<file path="src/rtl/dec_scan_ctrl_pkg.sv">
// rtl/dec_scan_ctrl_pkg.sv - shared state encoding, slot count and slot helper for the decoder scan sequencer
package dec_scan_ctrl_pkg;

  localparam int NSLOT = 4;

  localparam logic [1:0] ST_IDLE  = 2'd0;
  localparam logic [1:0] ST_BLANK = 2'd1;
  localparam logic [1:0] ST_DWELL = 2'd2;

  typedef enum logic [1:0] {
    IDLE  = ST_IDLE,
    BLANK = ST_BLANK,
    DWELL = ST_DWELL
  } state_t;

  // True when no enabled slot lies above s, i.e. leaving s wraps the frame.
  function automatic logic is_top_slot(input logic [1:0] s, input logic [NSLOT-1:0] m);
    logic r;
    r = 1'b1;
    for (int k = 0; k < NSLOT; k++) begin
      if (k > int'(s) && m[k]) r = 1'b0;
    end
    return r;
  endfunction

endpackage

</file>
<file path="src/rtl/dec_next_slot.sv">
// rtl/dec_next_slot.sv - rotate-priority search for the next enabled slot after cur
module dec_next_slot
  import dec_scan_ctrl_pkg::*;
(
  input  logic [1:0]       cur,
  input  logic [NSLOT-1:0] mask,
  output logic [1:0]       nxt,
  output logic             wrap,
  output logic             none
);

  logic       found;
  logic [1:0] idx;

  // Scanning cur+1 .. cur+4 modulo 4 yields the lowest index above cur, else the lowest overall.
  always_comb begin
    nxt   = cur;
    found = 1'b0;
    idx   = cur;
    for (int k = 1; k <= NSLOT; k++) begin
      idx = cur + 2'(k);
      if (!found && mask[idx]) begin
        nxt   = idx;
        found = 1'b1;
      end
    end
    none = ~found;
    wrap = found && (nxt <= cur);
  end

endmodule

</file>
<file path="src/rtl/dec_scan_ctrl.sv">
// rtl/dec_scan_ctrl.sv - scan sequencer driving en/i0/i1 of a 2-to-4 decoder with blanking and dwell
module dec_scan_ctrl
  import dec_scan_ctrl_pkg::*;
#(
  parameter int DWELL_CYC = 8,
  parameter int BLANK_CYC = 2,
  parameter int CNT_W     = 8
) (
  input  logic             clk,
  input  logic             rst,
  input  logic             run,
  input  logic [NSLOT-1:0] mask,
  output logic             en,
  output logic             i0,
  output logic             i1,
  output logic             slot_start,
  output logic             frame_done,
  output logic             busy
);

  localparam logic [CNT_W-1:0] DWELL_LD  = CNT_W'(DWELL_CYC - 1);
  localparam logic [CNT_W-1:0] BLANK_LD  = (BLANK_CYC > 0) ? CNT_W'(BLANK_CYC - 1) : '0;
  localparam logic             DWELL_ONE = (DWELL_CYC == 1);

  state_t           state;
  logic [CNT_W-1:0] cnt;
  logic [1:0]       code;
  logic [1:0]       search_cur;
  logic [1:0]       nxt;
  logic             wrap;
  logic             none;

  // In IDLE the search starts from the top slot so it returns the lowest enabled index.
  assign search_cur = (state == IDLE) ? 2'(NSLOT - 1) : code;

  dec_next_slot u_next (
    .cur  (search_cur),
    .mask (mask),
    .nxt  (nxt),
    .wrap (wrap),
    .none (none)
  );

  assign i0 = code[1];
  assign i1 = code[0];

  // frame_done is registered, so it is decided on the edge entering the final dwell cycle.
  always_ff @(posedge clk) begin
    if (rst) begin
      state      <= IDLE;
      cnt        <= '0;
      code       <= 2'd0;
      en         <= 1'b0;
      slot_start <= 1'b0;
      frame_done <= 1'b0;
      busy       <= 1'b0;
    end else begin
      slot_start <= 1'b0;
      frame_done <= 1'b0;
      case (state)
        IDLE: begin
          if (run && !none) begin
            code <= nxt;
            busy <= 1'b1;
            if (BLANK_CYC > 0) begin
              state <= BLANK;
              cnt   <= BLANK_LD;
            end else begin
              state      <= DWELL;
              cnt        <= DWELL_LD;
              en         <= 1'b1;
              slot_start <= 1'b1;
              frame_done <= DWELL_ONE && is_top_slot(nxt, mask);
            end
          end
        end
        BLANK: begin
          if (cnt == '0) begin
            state      <= DWELL;
            cnt        <= DWELL_LD;
            en         <= 1'b1;
            slot_start <= 1'b1;
            frame_done <= DWELL_ONE && run && !none && wrap;
          end else begin
            cnt <= cnt - CNT_W'(1);
          end
        end
        DWELL: begin
          if (cnt != '0) begin
            cnt <= cnt - CNT_W'(1);
            if (cnt == CNT_W'(1)) frame_done <= run && !none && wrap;
          end else if (!run || none) begin
            state <= IDLE;
            en    <= 1'b0;
            busy  <= 1'b0;
          end else begin
            code <= nxt;
            if (BLANK_CYC > 0) begin
              state <= BLANK;
              cnt   <= BLANK_LD;
              en    <= 1'b0;
            end else begin
              cnt        <= DWELL_LD;
              slot_start <= 1'b1;
              frame_done <= DWELL_ONE && is_top_slot(nxt, mask);
            end
          end
        end
        default: begin
          state <= IDLE;
          cnt   <= '0;
          en    <= 1'b0;
          busy  <= 1'b0;
        end
      endcase
    end
  end

endmodule

</file>
<file path="config.mk">
export PLATFORM = sky130hd
export DESIGN_NAME = dec_scan_ctrl
export DESIGN_NICKNAME = d
export VERILOG_FILES = /design/src/rtl/dec_scan_ctrl_pkg.sv /design/src/rtl/dec_next_slot.sv /design/src/rtl/dec_scan_ctrl.sv
export SDC_FILE = /design/constraint.sdc
export NUM_CORES = 1
export LEC_CHECK = 0
export BUFFER_PORTS_ARGS = -buffer_cell sky130_fd_sc_hd__buf_4
export CAP_MARGIN = 20
export CORE_UTILIZATION = 53
export CTS_BUF_LIST = sky130_fd_sc_hd__clkbuf_8
export DETAILED_ROUTE_END_ITERATION = 8
export PLACE_DENSITY = 0.77
export SLEW_MARGIN = 5
export SYNTH_ARGS = -nofsm -noshare
export SYNTH_HDL_FRONTEND = slang
export SYNTH_HIERARCHICAL = 1
export SYNTH_SLANG_ARGS = --single-unit
</file>
<file path="constraint.sdc">
create_clock -name clk -period 2.65 [get_ports clk]
set_clock_uncertainty 0.15 [all_clocks]
set_input_delay 0.53 -clock clk [delete_from_list [all_inputs] [get_ports clk]]
set_output_delay 0.53 -clock clk [all_outputs]
set_load 0.005 [all_outputs]
</file>
---- Yosys cells after proc, flatten, opt, wreduce, memory -nomap -nowiden ----
Index checks and enable logic that the tools add are counted.
W data, S select, Z words.
operators by class
  bitwise gates (word level) .............. 6
  divide/modulo/power cells ............... 0
  reductions and logical operators ........ 22
  add/sub/neg operators ................... 4
  order comparisons ....................... 5
  $mul .................................... 0
  equal/unequal tests ..................... 9
  multiplexer cells ....................... 39
  shifts and indexed selects .............. 0
operator list
  cell                   number
  $mux W8                4
  $pmux W8 S3            1
  $mux W2                11
  $mux W1                15
  $lt A2 B3 Y1 const B   4
  $bmux W1 S2            4
  $eq A8 B1 Y1 const B   1
  $logic_not A8 Y1       1
  $ne A2 B2 Y1 const B   4
  $reduce_and A4 Y1      2
  $reduce_bool A8 Y1     1
  $sub A8 B1 Y8 const B  1
  $logic_and A1 B1 Y1    6
  $not A1 Y1             6
  $pmux W1 S3            2
  $pmux W2 S3            1
  $reduce_and A3 Y1      2
  $add A2 B2 Y2 const B  2
  $logic_not A1 Y1       4
  $pmux W2 S2            1
  $reduce_or A4 Y1       1
  $ne A3 B3 Y1 const B   1
  $add A2 B1 Y2 const B  1
  $eq A2 B1 Y1 const B   1
  8 further kinds        8
storage, ports and cells
  memories ................................ 0
  register bits ........................... 16
  memory bits (read-only) ................. 0
  input port bits ......................... 7
  bits in writable memories ............... 0
  latch bits .............................. 0
  word-level logic and storage cells ...... 92

---- Depth between registers and ports, before layout ----
  depth after elaboration ................. 20
  depth in mapped cells ................... 14
  gate-level depth less buffers ........... 12

---- Cells and area by module ----
Netlist, hierarchy kept.
by module, submodules not included
  module         area an instance (µm²)  cells each  times used
  dec_scan_ctrl  842.1                   102         1
  dec_next_slot  131.4                   22          1

---- Worst setup path after synthesis ----
No wires, ideal clock.
  path type ............................... reg2reg
  start point ............................. register state[1]
  end point ............................... register frame_done
  buffers on the path ..................... 2
  stages on the path, launching flop included .. 14
  library setup time ...................... 0.060 ns
  data required time ...................... 2.440 ns
  arrival time ............................ 2.391 ns
  path slack .............................. 0.049 ns
  period minus slack after synthesis ...... 2.601 ns
  path through ............................ dfxtp_1 clkbuf_1 nor2_1 or2_2 buf_2 a21oi_1 a31oi_1 a21oi_1 ha_1 a21o_1 a21oi_1 nand3_1 nor4_1 and3_1
on the way
  cells in the longest elaborated chain, start to end .. 18
  elaborated cells on any way between the ends .. 34
ends and longest elaborated chain
  what                           line                  text
  start, declared                dec_scan_ctrl.sv:25   state_t state;
  start signal, assigned         dec_scan_ctrl.sv:50   state <= IDLE;
  start signal, assigned         dec_scan_ctrl.sv:66   state <= BLANK;
  start signal, assigned         dec_scan_ctrl.sv:69   state <= DWELL;
  $logic_not A2 Y1 (*)           dec_scan_ctrl.sv:34   assign search_cur = (state == IDLE) ? 2'(NSLOT - 1) : code;
  $mux W2 (*)                    dec_scan_ctrl.sv:34
  named net search_cur[1]        dec_scan_ctrl.sv:28   logic [1:0] search_cur;
  $add A2 B1 Y2                  dec_next_slot.sv:21   idx = cur + 2'(k);
  $bmux W1 S2                    dec_next_slot.sv:22   if (!found && mask[idx]) begin
  $mux W1 (implied by the code)  dec_next_slot.sv:22
  $mux W1                        dec_next_slot.sv:22
  $logic_not A1 Y1               dec_next_slot.sv:22
  [... 5 more ...]               -
  $logic_not A1 Y1               dec_next_slot.sv:22
  $logic_and A1 B1 Y1            dec_next_slot.sv:22
  $mux W2 (*)                    dec_next_slot.sv:22
  named net nxt[1]               dec_scan_ctrl.sv:29   logic [1:0] nxt;
  $le A2 B2 Y1 (*)               dec_next_slot.sv:28   wrap = found && (nxt <= cur);
  $logic_and A1 B1 Y1 (*)        dec_next_slot.sv:28
  named net wrap                 dec_scan_ctrl.sv:30   logic wrap;
  $logic_and A1 B1 Y1 (*)        dec_scan_ctrl.sv:91   if (cnt == CNT_W'(1)) frame_done <= run && !none && wrap;
  end signal, assigned           dec_scan_ctrl.sv:83   frame_done <= DWELL_ONE && run && !none && wrap;
  end signal, assigned           dec_scan_ctrl.sv:91
  end signal, assigned           dec_scan_ctrl.sv:105  frame_done <= DWELL_ONE && is_top_slot(nxt, mask);
  end, declared                  dec_scan_ctrl.sv:17   output logic frame_done,
Mark *: on every way through the listed nets, which the timed path passes. The rest lies on a longest branch. The select of a mux whose other input is x is not followed.
A chain may end at the register's enable or synchronous reset.

---- Final worst setup path ----
  start point ............................. register state[0]
  end point ............................... register frame_done
The elaborated chain is that of the path after synthesis.

==> flow_metrics.env <==
export IMPL_status="complete, no violations"
export IMPL_max_freq_mhz=416.9
export IMPL_grt_pass1_wl_mm=3.691
export IMPL_finalWirelength_mm=2.262
export IMPL_leakagePower_nw=0.4754
export IMPL_final_cell_mix="dfxtp_1 (16), buf_4 (16), nor2_1 (12), a21oi_1 (12), nand2_1 (11)"
export IMPL_clockBufferDepth=2
export IMPL_syn_avg_cell_area_um2=7.850
export IMPL_setup_viol=0
export IMPL_first_global_vias=827
export IMPL_synth_seq_cells=16
export IMPL_grt_max_degree=14
export IMPL_min_to="code[1]"
export IMPL_grt_setup_unrepaired="false"
export IMPL_hold_path_cell_count=2
export IMPL_viasPerCell=5.770
export IMPL_hold_start="code[1]"
export IMPL_antenna_found_initial=0
export IMPL_dp_slack_ns=0.3029
export IMPL_cts_tree="done"
export IMPL_cts_buffers=3
export IMPL_yosys_top_cells_area="dfxtp_1 (33%), a21oi_1 (6.2%), ha_1 (5.1%)"
export IMPL_ant_nets=0
export IMPL_hpwl_mm=1.633
export IMPL_power_switching_share_pct=40.43
export IMPL_wl_per_cell_um=13.71
export IMPL_place_congestion=0.8524
export IMPL_clk_latency_ns=0.25
export IMPL_clkPwrFrac_pct=19.6
export IMPL_r2r_setup_slack_ns=0.25
export IMPL_min_period_ns=2.399
export IMPL_critPathKind="reg2reg"
export IMPL_critPathMaxFanout=7
export IMPL_synth_top_area_share_pct=32.90
export IMPL_dieArea_mm2=0.002012
export IMPL_track_usage_pct=25.82
export IMPL_die_w_um=44.86
export IMPL_worst_ep_required_time_ns=2.69
export IMPL_drive_gt1_share_pct=21.43
export IMPL_tns_ns=0
export IMPL_cts_max_level=1
export IMPL_arrival_ns=2.44
export IMPL_fin_ws_ns=0.2513
export IMPL_clkTransAtPathRegs_ns=0.07
export IMPL_final_period_utilization_pct=90.52
export IMPL_power_frac_seq_pct=31.1
export IMPL_clock_root_buffer="clkbuf_8"
export IMPL_fin_nets=152
export IMPL_ys_types=39
export IMPL_cts_resized=0
export IMPL_power_switching_uw=447.9
export IMPL_finalMaxSlewViolations=0
export IMPL_cts_hold_buf=0
export IMPL_first_pass_iters=4
export IMPL_initial_utilization_pct=56.38
export IMPL_postSynthCellCount=124
export IMPL_synth_nets=135
export IMPL_vias=952
export IMPL_post_cts_buffers=0
export IMPL_end_kind="flop"
export IMPL_port_buffer_count=12
export IMPL_synth_warnings=6
export IMPL_rows=15
export IMPL_hold_path_class="reg2reg"
export IMPL_clock_sinks=16
export IMPL_power_frac_comb_pct=49.4
export IMPL_yosysTopAreaCell="dfxtp_1"
export IMPL_syn_to_final_growth_pct=19.54
export IMPL_hold_viol_final=0
export IMPL_intPower_uw=659.9
export IMPL_ios=13
export IMPL_drt_initial_drc_count=24
export IMPL_worst_r2r_endpoint="frame_done"
export IMPL_ir_worst_vdd_v=0.0006660
export IMPL_timing_slew_headroom_pct=65.95
export IMPL_grt_overflow_total=0
export IMPL_p_per_area_mw_per_mm2=952.0
export IMPL_maxCapViolations=0
export IMPL_yosysSeqAreaShare_pct=32.90
export IMPL_drc=0
export IMPL_netlist_area_um2=973.4
export IMPL_startpoint_type="flop"
export IMPL_r2r_start="state[0]"
export IMPL_n_antenna_cell=0
export IMPL_reg2regPathDepth=11
export IMPL_max_slew_worst_pin_slew_ns=0.4979
export IMPL_die_h_um=44.86
export IMPL_core_mm2=0.001727
[routing by layer]
layer	track usage [%]	wire (µm)
met3	5.200	59
met4	8.485	24
met1	32.51	1050
met2	44.12	1128
met5	0	0
[through the flow]
step | hold slack, ns | util [%] | instances | total power [mW] | cell area, µm²
6_report | 0.3192 | 67.39 | 165 | 1.108 | 1164
2_1_floorplan | 0.3110 | - | 124 | 0.7477 | 973.4
4_1_cts | 0.3253 | 67.39 | 165 | 1.106 | 1164
5_1_grt | 0.3499 | 67.39 | 165 | 1.188 | 1164
3_5_place_dp | 0.3150 | 64.20 | 161 | 0.8844 | 1109
3_3_place_gp | 0.3123 | 64.20 | 161 | 0.8584 | 1109
[cell families after synthesis]
kind of cell             after synthesis  share of synthesized area, %
AND/OR/NAND/NOR                       50                         26.35
AO/OA/AOI/OAI                         36                         25.20
buffers and inverters                 12                         4.755
flip-flops                            16                         32.91
XOR/XNOR                               4                         3.599
adder cells (fa/ha/maj)                4                         5.142
multiplexers                           2                         2.057
[state kept, by name, summed over array words and instances (netlist names)]
| register | count |
|---|---|
| frame_done | 1 |
| en | 1 |
| cnt | 8 |
| busy | 1 |
| code | 2 |
| slot_start | 1 |
| state | 2 |
[worst max path at each step]
| stage | from | end | slack, ns | cells past startpoint |
|---|---|---|---|---|
| 2_1_floorplan | state[1] | frame_done | 0.05 | 13 |
| 5_1_grt | state[1] | frame_done | 0.06 | 11 |
| 3_5_place_dp | state[0] | frame_done | 0.30 | 11 |
| 4_1_cts | state[0] | frame_done | 0.27 | 11 |
| 3_3_place_gp | mask[3] | cnt[7] | 0.38 | 9 |
| 6_report | state[0] | frame_done | 0.25 | 11 |
[cells in the mapped netlist]
library cell  number
a311oi_1           1
nand2_1           11
nor4_1             3
o21ai_4            1
nand3_1            7
o31ai_1            1
a2111oi_0          3
or2_2              2
ha_1               4
a211oi_1           1
inv_1              7
o21ai_0            6
nand4_1            1
o21ai_2            1
a31o_1             1
dfxtp_1           16
a31oi_1            4
nor2b_1            1
nor3b_1            1
o22ai_1            1
inv_2              1
or3_1              1
and2_1             1
nor3_1             3
xnor2_1            4
a221oi_1           1
nor2_1            12
mux2i_1            2
or3b_4             1
a21oi_1           12
clkbuf_1           3
a2111oi_2          1
a21oi_2            1
buf_2              1
nand2b_1           2
and3_1             2
or4_4              1
and2b_2            1
a21o_1             1
[power by group through the flow]
stage          logic, mW  clock network (mW)  registers (mW)
3_5_place_dp       0.536                   0           0.348
5_1_grt            0.607               0.230           0.352
4_1_cts            0.544               0.219           0.343
3_3_place_gp       0.513                   0           0.346
6_report           0.547               0.217           0.344
2_1_floorplan      0.406                   0           0.342
[area by class of cell]
cell class / count / area (µm²)
Clock buffer: 4 / 55.05
Sequential cell: 16 / 320.3
Multi-Input combinational cell: 96 / 606.8
Timing Repair Buffer: 16 / 120.1
Fill cell: 150 / 563.0
Inverter: 8 / 30.03
Tap cell: 25 / 31.28
[critical path, stage by stage, from the launching register on]
cell     delay (ns)
dfxtp_1        0.33
nor2_1         0.06
or2_2          0.34
a21oi_1        0.18
a31oi_1        0.06
a21oi_1        0.20
ha_1           0.29
a21o_1         0.17
a21oi_1        0.13
nand3_1        0.09
nor4_1         0.16
and3_1         0.17
Power figures use the tool's default switching activity.
